### config.mk
export PLATFORM = sky130hd
export DESIGN_NAME = qlearn_sa_gen
export DESIGN_NICKNAME = d
export VERILOG_FILES = /design/src/rtl/ql_pkg.sv /design/src/rtl/ql_lfsr16.sv /design/src/rtl/qlearn_sa_gen.sv
export SDC_FILE = /design/constraint.sdc
export NUM_CORES = 1
export LEC_CHECK = 0
export CAP_MARGIN = 5
export CELL_PAD_IN_SITES_DETAIL_PLACEMENT = 0
export CELL_PAD_IN_SITES_GLOBAL_PLACEMENT = 2
export CORE_UTILIZATION = 32
export DETAILED_ROUTE_END_ITERATION = 6
export GPL_TIMING_DRIVEN = 0
export PLACE_DENSITY_LB_ADDON = 0.3
export SYNTH_ARGS = -nofsm -noshare
export SYNTH_HDL_FRONTEND = slang
export SYNTH_SLANG_ARGS = --single-unit
### constraint.sdc
create_clock -name i_clk -period 2.6 [get_ports i_clk]
set_input_delay 0.65 -clock i_clk [delete_from_list [all_inputs] [get_ports i_clk]]
set_output_delay 0.65 -clock i_clk [all_outputs]
set_load 0.1 [all_outputs]
### src/rtl/ql_pkg.sv
// Shared Q-learning definitions: default table widths, issue FSM encoding, LFSR taps.
package ql_pkg;

  localparam int unsigned QL_STATE_W  = 6;
  localparam int unsigned QL_ACTION_W = 2;
  localparam int unsigned QL_LFSR_W   = 16;
  localparam int unsigned QL_CNT_W    = 16;

  // Galois feedback mask for the right-shifting 16-bit LFSR
  localparam logic [QL_LFSR_W-1:0] QL_LFSR_MASK = 16'hB400;

  typedef enum logic [1:0] {
    ST_IDLE    = 2'd0,
    ST_ISSUE   = 2'd1,
    ST_WAIT_NS = 2'd2
  } ql_fsm_e;

endpackage

### src/rtl/ql_lfsr16.sv
// 16-bit right-shifting Galois LFSR; advances one step per cycle while i_en is high.
module ql_lfsr16
  import ql_pkg::*;
#(
  parameter logic [QL_LFSR_W-1:0] SEED = 16'hACE1
) (
  input  logic                 i_clk,
  input  logic                 i_rst_n,
  input  logic                 i_en,
  output logic [QL_LFSR_W-1:0] o_value
);

  logic [QL_LFSR_W-1:0] lfsr_q, lfsr_d;

  // Next value: shift right, fold in the mask when the bit shifted out is 1
  always_comb begin
    lfsr_d = lfsr_q;
    if (i_en) begin
      lfsr_d = {1'b0, lfsr_q[QL_LFSR_W-1:1]} ^ (lfsr_q[0] ? QL_LFSR_MASK : '0);
    end
  end

  // LFSR register, reloaded with the seed on reset
  always_ff @(posedge i_clk or negedge i_rst_n) begin
    if (!i_rst_n) lfsr_q <= SEED;
    else          lfsr_q <= lfsr_d;
  end

  assign o_value = lfsr_q;

endmodule

### src/rtl/qlearn_sa_gen.sv
// Issue stage of the Q-learning pipeline: offers {state, action} pairs, waits for
// the returned next state and tracks episode/run boundaries.
// Optional: define QL_STEP_LIMIT_EN to also end an episode after MAX_STEPS steps.
module qlearn_sa_gen
  import ql_pkg::*;
#(
  parameter int unsigned          STATE_W      = QL_STATE_W,
  parameter int unsigned          ACTION_W     = QL_ACTION_W,
  parameter int unsigned          START_STATE  = 0,
  parameter int unsigned          END_STATE    = 63,
  parameter int unsigned          MAX_STEPS    = 255,
  parameter int unsigned          NUM_EPISODES = 16,
  parameter logic [QL_LFSR_W-1:0] LFSR_SEED    = 16'hACE1
) (
  input  logic                        i_clk,
  input  logic                        i_rst_n,
  input  logic                        i_start,
  output logic                        o_sa_valid,
  input  logic                        i_sa_ready,
  output logic [STATE_W-1:0]          o_state,
  output logic [ACTION_W-1:0]         o_action,
  output logic [STATE_W+ACTION_W-1:0] o_addr,
  input  logic                        i_ns_valid,
  input  logic [STATE_W-1:0]          i_ns,
  output logic                        o_episode_done,
  output logic [QL_CNT_W-1:0]         o_episode_cnt,
  output logic [QL_CNT_W-1:0]         o_step_cnt,
  output logic                        o_busy,
  output logic                        o_run_done
);

  localparam int unsigned         CNT_W   = QL_CNT_W;
  localparam logic [CNT_W-1:0]    CNT_MAX = '1;
  localparam logic [STATE_W-1:0]  START_S = STATE_W'(START_STATE);
  localparam logic [STATE_W-1:0]  END_S   = STATE_W'(END_STATE);

  ql_fsm_e               fsm_q, fsm_d;
  logic [STATE_W-1:0]    state_q, state_d;
  logic [ACTION_W-1:0]   action_q, action_d;
  logic [CNT_W-1:0]      step_q, step_d;
  logic [CNT_W-1:0]      ep_q, ep_d;
  logic                  valid_q, valid_d;
  logic                  ep_done_q, ep_done_d;
  logic                  run_done_q, run_done_d;
  logic                  busy_q, busy_d;

  logic [QL_LFSR_W-1:0]  lfsr_value;
  logic                  handshake;
  logic [CNT_W:0]        step_inc, ep_inc;
  logic [CNT_W-1:0]      step_sat, ep_sat;
  logic                  limit_hit, ep_end, run_end;
  logic                  unused_lfsr_hi;

  assign handshake      = (fsm_q == ST_ISSUE) && i_sa_ready;
  assign unused_lfsr_hi = ^lfsr_value[QL_LFSR_W-1:ACTION_W];

  ql_lfsr16 #(.SEED(LFSR_SEED)) u_lfsr (
    .i_clk   (i_clk),
    .i_rst_n (i_rst_n),
    .i_en    (handshake),
    .o_value (lfsr_value)
  );

  // Saturating increments and episode/run termination conditions
  always_comb begin
    step_inc = (CNT_W+1)'(step_q) + (CNT_W+1)'(1);
    ep_inc   = (CNT_W+1)'(ep_q) + (CNT_W+1)'(1);
    step_sat = (step_q == CNT_MAX) ? step_q : step_inc[CNT_W-1:0];
    ep_sat   = (ep_q == CNT_MAX) ? ep_q : ep_inc[CNT_W-1:0];
`ifdef QL_STEP_LIMIT_EN
    limit_hit = (step_inc == (CNT_W+1)'(MAX_STEPS));
`else
    limit_hit = 1'b0;
`endif
    ep_end  = (i_ns == END_S) || limit_hit;
    run_end = ep_end && (NUM_EPISODES != 0) && (ep_inc == (CNT_W+1)'(NUM_EPISODES));
  end

`ifndef QL_STEP_LIMIT_EN
  logic unused_max_steps;
  assign unused_max_steps = ^(CNT_W+1)'(MAX_STEPS);
`endif

  // Next-state and next-output logic for the issue FSM
  always_comb begin
    fsm_d      = fsm_q;
    state_d    = state_q;
    action_d   = action_q;
    step_d     = step_q;
    ep_d       = ep_q;
    valid_d    = valid_q;
    busy_d     = busy_q;
    ep_done_d  = 1'b0;
    run_done_d = 1'b0;
    unique case (fsm_q)
      ST_IDLE: begin
        if (i_start) begin
          fsm_d    = ST_ISSUE;
          state_d  = START_S;
          action_d = lfsr_value[ACTION_W-1:0];
          step_d   = '0;
          ep_d     = '0;
          valid_d  = 1'b1;
          busy_d   = 1'b1;
        end
      end
      ST_ISSUE: begin
        if (i_sa_ready) begin
          fsm_d   = ST_WAIT_NS;
          valid_d = 1'b0;
        end
      end
      ST_WAIT_NS: begin
        if (i_ns_valid) begin
          step_d  = step_sat;
          state_d = i_ns;
          if (ep_end) begin
            ep_done_d = 1'b1;
            ep_d      = ep_sat;
            state_d   = START_S;
            step_d    = '0;
          end
          if (run_end) begin
            run_done_d = 1'b1;
            busy_d     = 1'b0;
            fsm_d      = ST_IDLE;
          end else begin
            fsm_d    = ST_ISSUE;
            valid_d  = 1'b1;
            action_d = lfsr_value[ACTION_W-1:0];
          end
        end
      end
      default: begin
        fsm_d   = ST_IDLE;
        valid_d = 1'b0;
        busy_d  = 1'b0;
      end
    endcase
  end

  // State and output registers; reset drops any outstanding offer
  always_ff @(posedge i_clk or negedge i_rst_n) begin
    if (!i_rst_n) begin
      fsm_q      <= ST_IDLE;
      state_q    <= START_S;
      action_q   <= '0;
      step_q     <= '0;
      ep_q       <= '0;
      valid_q    <= 1'b0;
      ep_done_q  <= 1'b0;
      run_done_q <= 1'b0;
      busy_q     <= 1'b0;
    end else begin
      fsm_q      <= fsm_d;
      state_q    <= state_d;
      action_q   <= action_d;
      step_q     <= step_d;
      ep_q       <= ep_d;
      valid_q    <= valid_d;
      ep_done_q  <= ep_done_d;
      run_done_q <= run_done_d;
      busy_q     <= busy_d;
    end
  end

  assign o_sa_valid     = valid_q;
  assign o_state        = state_q;
  assign o_action       = action_q;
  assign o_addr         = {state_q, action_q};
  assign o_episode_done = ep_done_q;
  assign o_episode_cnt  = ep_q;
  assign o_step_cnt     = step_q;
  assign o_busy         = busy_q;
  assign o_run_done     = run_done_q;

endmodule

After elaboration in Yosys (flattened, before gate mapping)
Cells that the tools add are included.

$add $sub $neg: 2. Equal/unequal tests: 14. Muxes and demuxes: 37. Bitwise logic cells: 2. Reduce and logical (&&, ||, !) cells: 11.

Operator list (number): two-way mux 16 bit (8); one-hot mux 16 bit (2 select lines) (2); equality test 16 bit, second input constant (2); two-way mux 6 bit (3); adder 16 x 1 -> 17 bit, second input constant (1); equality test 17 x 5 -> 1 bit, second input constant (1); adder 16 x 1 -> 16 bit, second input constant (1); AND reduction 4 bit (4); bitwise XOR 15 x 16 -> 16 bit (1); != test 2 bit, second input constant (7); two-way mux 1 bit (13); two-way mux 2 bit (6); one-hot mux 6 bit (2 select lines) (1); equality test 6 bit, second input constant (1); one-hot mux 1 bit (3 select lines) (2); one-hot mux 2 bit (3 select lines) (1); AND reduction 3 bit (2); AND reduction 5 bit (1); one-hot mux 2 bit (2 select lines) (1); != test 3 bit, second input constant (1); equality test 2 x 1 -> 1 bit, second input constant (1); equality test 2 bit, second input constant (1); logical AND 1 bit (2); logical NOT 2 bit (1); other kinds (2) (2).

Bits in registers: 62. Bits of input ports: 11. Output and inout port bits: 52. Logic and storage cells: 76.

Depth between registers and ports, before layout
Depth in word-level cells: 6. Gate-level depth with buffers: 9. Gate-level depth less buffers: 7.

Hierarchy
A second synthesis with hierarchy kept.

Cell total of the unflattened synthesis: 339. Area, all modules: 3362.0 µm².

By module, submodules not included: qlearn_sa_gen (times used 1, cells each 299, area an instance 2706.3 µm², sequential area each 1151.1 µm²); ql_lfsr16 (times used 1, cells each 40, area an instance 655.6 µm², sequential area each 410.4 µm²).

Worst setup path before layout
No wires, ideal clock.

Path kind: register to register. From: register ep_q[0], in the netlist o_episode_cnt[0]. To: register action_q[0], in the netlist o_action[0]. Setup time: 0.128 ns. Arrival: 2.785 ns. Required time: 2.472 ns. Path slack: -0.313 ns. Stages on the path, launching flop included: 9. Buffers on the path: 1. Clock period less this slack: 2.913 ns. Cells stage by stage: dfrtp_1 > ha_1 > clkbuf_1 > nand4_1 > nor3_1 > xnor2_1 > o2111a_2 > a41oi_4 > mux2_1.

Word-level cells in the longest chain between the ends: 5.

RTL lines: start, declared (RTL line qlearn_sa_gen.sv:41) `logic [CNT_W-1:0] ep_q, ep_d;`; start signal, assigned (RTL line qlearn_sa_gen.sv:159) `ep_q <= ep_d;`; adder 16 x 1 -> 17 bit (RTL line qlearn_sa_gen.sv:67) `ep_inc = (CNT_W+1)'(ep_q) + (CNT_W+1)'(1);`; equality test 17 x 5 -> 1 bit (RTL line qlearn_sa_gen.sv:76) `run_end = ep_end && (NUM_EPISODES != 0) && (ep_inc == (CNT_W+1)'(NUM_EPISODES));`; logical AND 1 bit (RTL line qlearn_sa_gen.sv:76); != test 2 bit (no source line); AND reduction 4 bit (no source line); end signal, assigned (RTL line qlearn_sa_gen.sv:157) `action_q <= action_d;`; end, declared (RTL line qlearn_sa_gen.sv:39) `logic [ACTION_W-1:0] action_q, action_d;`.

Every way passes these cells. A chain may end at the register's enable or synchronous reset.

Worst setup path in the final report
From: register step_q[0], in the netlist o_step_cnt[0]. To: output port o_step_cnt[0].

RTL lines: start, declared (RTL line qlearn_sa_gen.sv:40) `logic [CNT_W-1:0] step_q, step_d;`; start signal, assigned (RTL line qlearn_sa_gen.sv:158) `step_q <= step_d;`; end, declared (RTL line qlearn_sa_gen.sv:27) `output logic [QL_CNT_W-1:0] o_step_cnt,`.

No word-level cell between the ends.

==> results.cfg <==
[drt]
wl_per_cell_um = 15.8
vias = 2919
wl_um = 8860
drc_errors = 0
first_iter_violations = 168
vias_per_cell = 5.21
drt.antenna.violating_nets = 0
dr.pass1.iters = 4

[worst_setup_path]
criticalPathCategory = reg2out
cp.required_ns = 1.95
cp-end-kind = output pin
crit_slowest_cell = clkdlybuf4s50_1
crit_chain = clkdlybuf4s50_1
critical_path_arrival_ns = 1.90
startpoint_type = flip-flop
critical_path.top_delay_family = buffers and inverters
crit_path_max_fanout = 5
critical_path_buf_inv_count = 1
slowest_delay_ns = 1.16

[cells_and_area]
fin_nets = 432
antenna_cells = 0
multi_input_area_mm2 = 0.00159
layout_common_cells = dfrtp_1, o21ai_0, clkdlybuf4s50_1
final_common_cell = dfrtp_1
fill_cells = 1020
syn2layout_area_growth_pct = 29.8
regArea_mm2 = 0.00158
drive_above_1_share_pct = 20.5
utilization_pct = 42.6

[sta]
maxSlewViolCount = 0
min_period_over_period_pct = 98.0
period_needed_ns = 2.55
timing.final.ws_setup_ns = 0.0525
worst_slew_pin_slew_ns = 1.01
setup_viol = 0
whs_ns = 0.393
slew_headroom_pct = 32.8
fmax_mhz = 393
fin_skew_ns = 0.0129
final-hold-violation-count = 0
tns_ns = 0
rsz0062_at_grt = false

[power_and_ir_drop]
p_leak_uw = 0.00201
power_uw = 3700
p_per_area_mw_per_mm2 = 848
ir_worst_vdd_mv = 0.732

[clock_tree]
clock-sinks = 62
cts_setup_buffers = 0
cts_buffers = 9
ctsLongestPathBuffers = 2
insertion_delay_ns = 0.34
clkSlewWorstSetupHoldPaths_ns = 0.08
cts_tree = done
cts-root-buf = clkbuf_8
htreeDepth = 3

[placed_design]
place_ws_ns = -0.462
gp_congestion = 0.806
portBuffers = 62
place_hpwl_um = 6150

[yosys]
synth.distinct_cells = 57
ys_seq_area_share_pct = 46.5
syn_nets = 360
yosys_warnings = 0
synthCells = 347
synth_flop_cell = dfrtp_1
synth_edf_count = 0
async_reset_ff_share_pct = 100
avgSynthCellArea_um2 = 9.68
ys_ff_latch = 62
syn-cell-area_mm2 = 0.00336

[grt]
antenna_found_initial = 0
grt_first_pass_wirelength_um = 15000
grt_pass1_vias = 2856
grtUsageTotal_pct = 17.3
grt_overflow = 0
grt_max_degree = 63

[die]
io_pins = 63
die_w_um = 104
num_rows = 37
fp.dieArea_mm2 = 0.0109
start_util_pct = 32.8
placeableCoreArea_mm2 = 0.0102
die_y_um = 104

[run_status]
status = finished, final reports clean

[hold_path]
holdCritPathClass = in2async

[flow_run]
max_cap_viol_count = 0
[report_power, final]
group	total (µW)	switching, µW	internal, µW
Combinational	1760	1330	432
Sequential	1150	96.4	1050
Clock	787	431	355
Total	3700	1860	1840
[cells by family (layout without fill, tap and decap cells)]
kind of cell	count (synthesis)	count (layout)	share of synthesized area, %
compound gates	93	93	17.8
xor+xnor	10	10	2.61
fa+ha+maj	2	2	0.745
buf+inv	37	114	6.74
flops	62	62	46.5
mux	16	16	5.33
simple gates	127	127	20.3
[area by class of cell]
cell class              count  area share, %
multi-input cells         248           36.5
flip-flops and latches     62           36.2
repair buffers             62           14.2
plain buffers              29           4.50
well taps                 136           3.90
clock buffers               9           2.84
clock inverters             7           1.26
inverters                   7          0.602
[stage by stage]
step / cells / instance area (µm²)
after global routing: 560 / 4360
after global placement: 545 / 4170
after floorplan: 347 / 3380
after CTS: 561 / 4330
after detailed placement: 545 / 4160
final: 560 / 4360
[timing repair]
action / in CTS / in global routing
setup endpoints to repair: 24 / 18
hold buffers: 0 / 0
endpoints found under the hold margin: 0 / 0
gates resized for setup: 22 / 14
[state kept, by name (all words and copies together) (netlist names)]
register and count:
o_episode_done 1, u_lfsr.o_value 16, o_state 6, o_sa_valid 1
o_busy 1, o_episode_cnt 16, o_run_done 1, o_action 2
o_step_cnt 16, fsm_q 2
[synthesized netlist by cell type, types with 4 or more instances]
| master | count | share of area, % |
|---|---|---|
| nand3_1 | 17 | 2.5 |
| nor2_1 | 23 | 2.6 |
| buf_4 | 9 | 2.0 |
| o31ai_1 | 4 | 0.89 |
| inv_1 | 7 | 0.78 |
| a22o_1 | 8 | 2.1 |
| xnor2_1 | 10 | 2.6 |
| clkbuf_1 | 8 | 0.89 |
| nor3_1 | 11 | 1.6 |
| a31oi_1 | 7 | 1.3 |
| nor2b_1 | 4 | 0.74 |
| mux2_2 | 13 | 4.4 |
| nand4_1 | 12 | 2.2 |
| buf_6 | 4 | 1.3 |
| nand2_1 | 29 | 3.2 |
| buf_2 | 6 | 0.89 |
| dfrtp_1 | 54 | 40 |
| o21ai_0 | 37 | 5.5 |
| nor4_1 | 4 | 0.74 |
| dfstp_2 | 8 | 6.3 |
| o21ai_1 | 4 | 0.60 |
| a21oi_1 | 17 | 2.5 |
| and4_1 | 4 | 1.0 |
[final timing paths]
kind	depth (start not counted)	start	slack [ns]	endpoint
worst max-delay path	1	o_step_cnt[0]	0.05	o_step_cnt[0]
worst min-delay path	1	i_rst_n	0.39	o_episode_cnt[5]
worst max register to register	7	o_episode_cnt[0]	0.23	o_action[1]
worst min register to register	2	u_lfsr.o_value[13]	0.49	u_lfsr.o_value[13]
max in group asynchronous	1	i_rst_n	1.60	o_episode_cnt[12]
min in group i_clk	2	u_lfsr.o_value[13]	0.49	u_lfsr.o_value[13]
[per-layer routing]
metal | wire length (µm) | global-route usage (%)
met1 | 4000 | 22.6
met3 | 359 | 4.01
met2 | 4420 | 28.4
met5 | 0 | 0
met4 | 74 | 5.10
(Power assumes the default switching activity.)
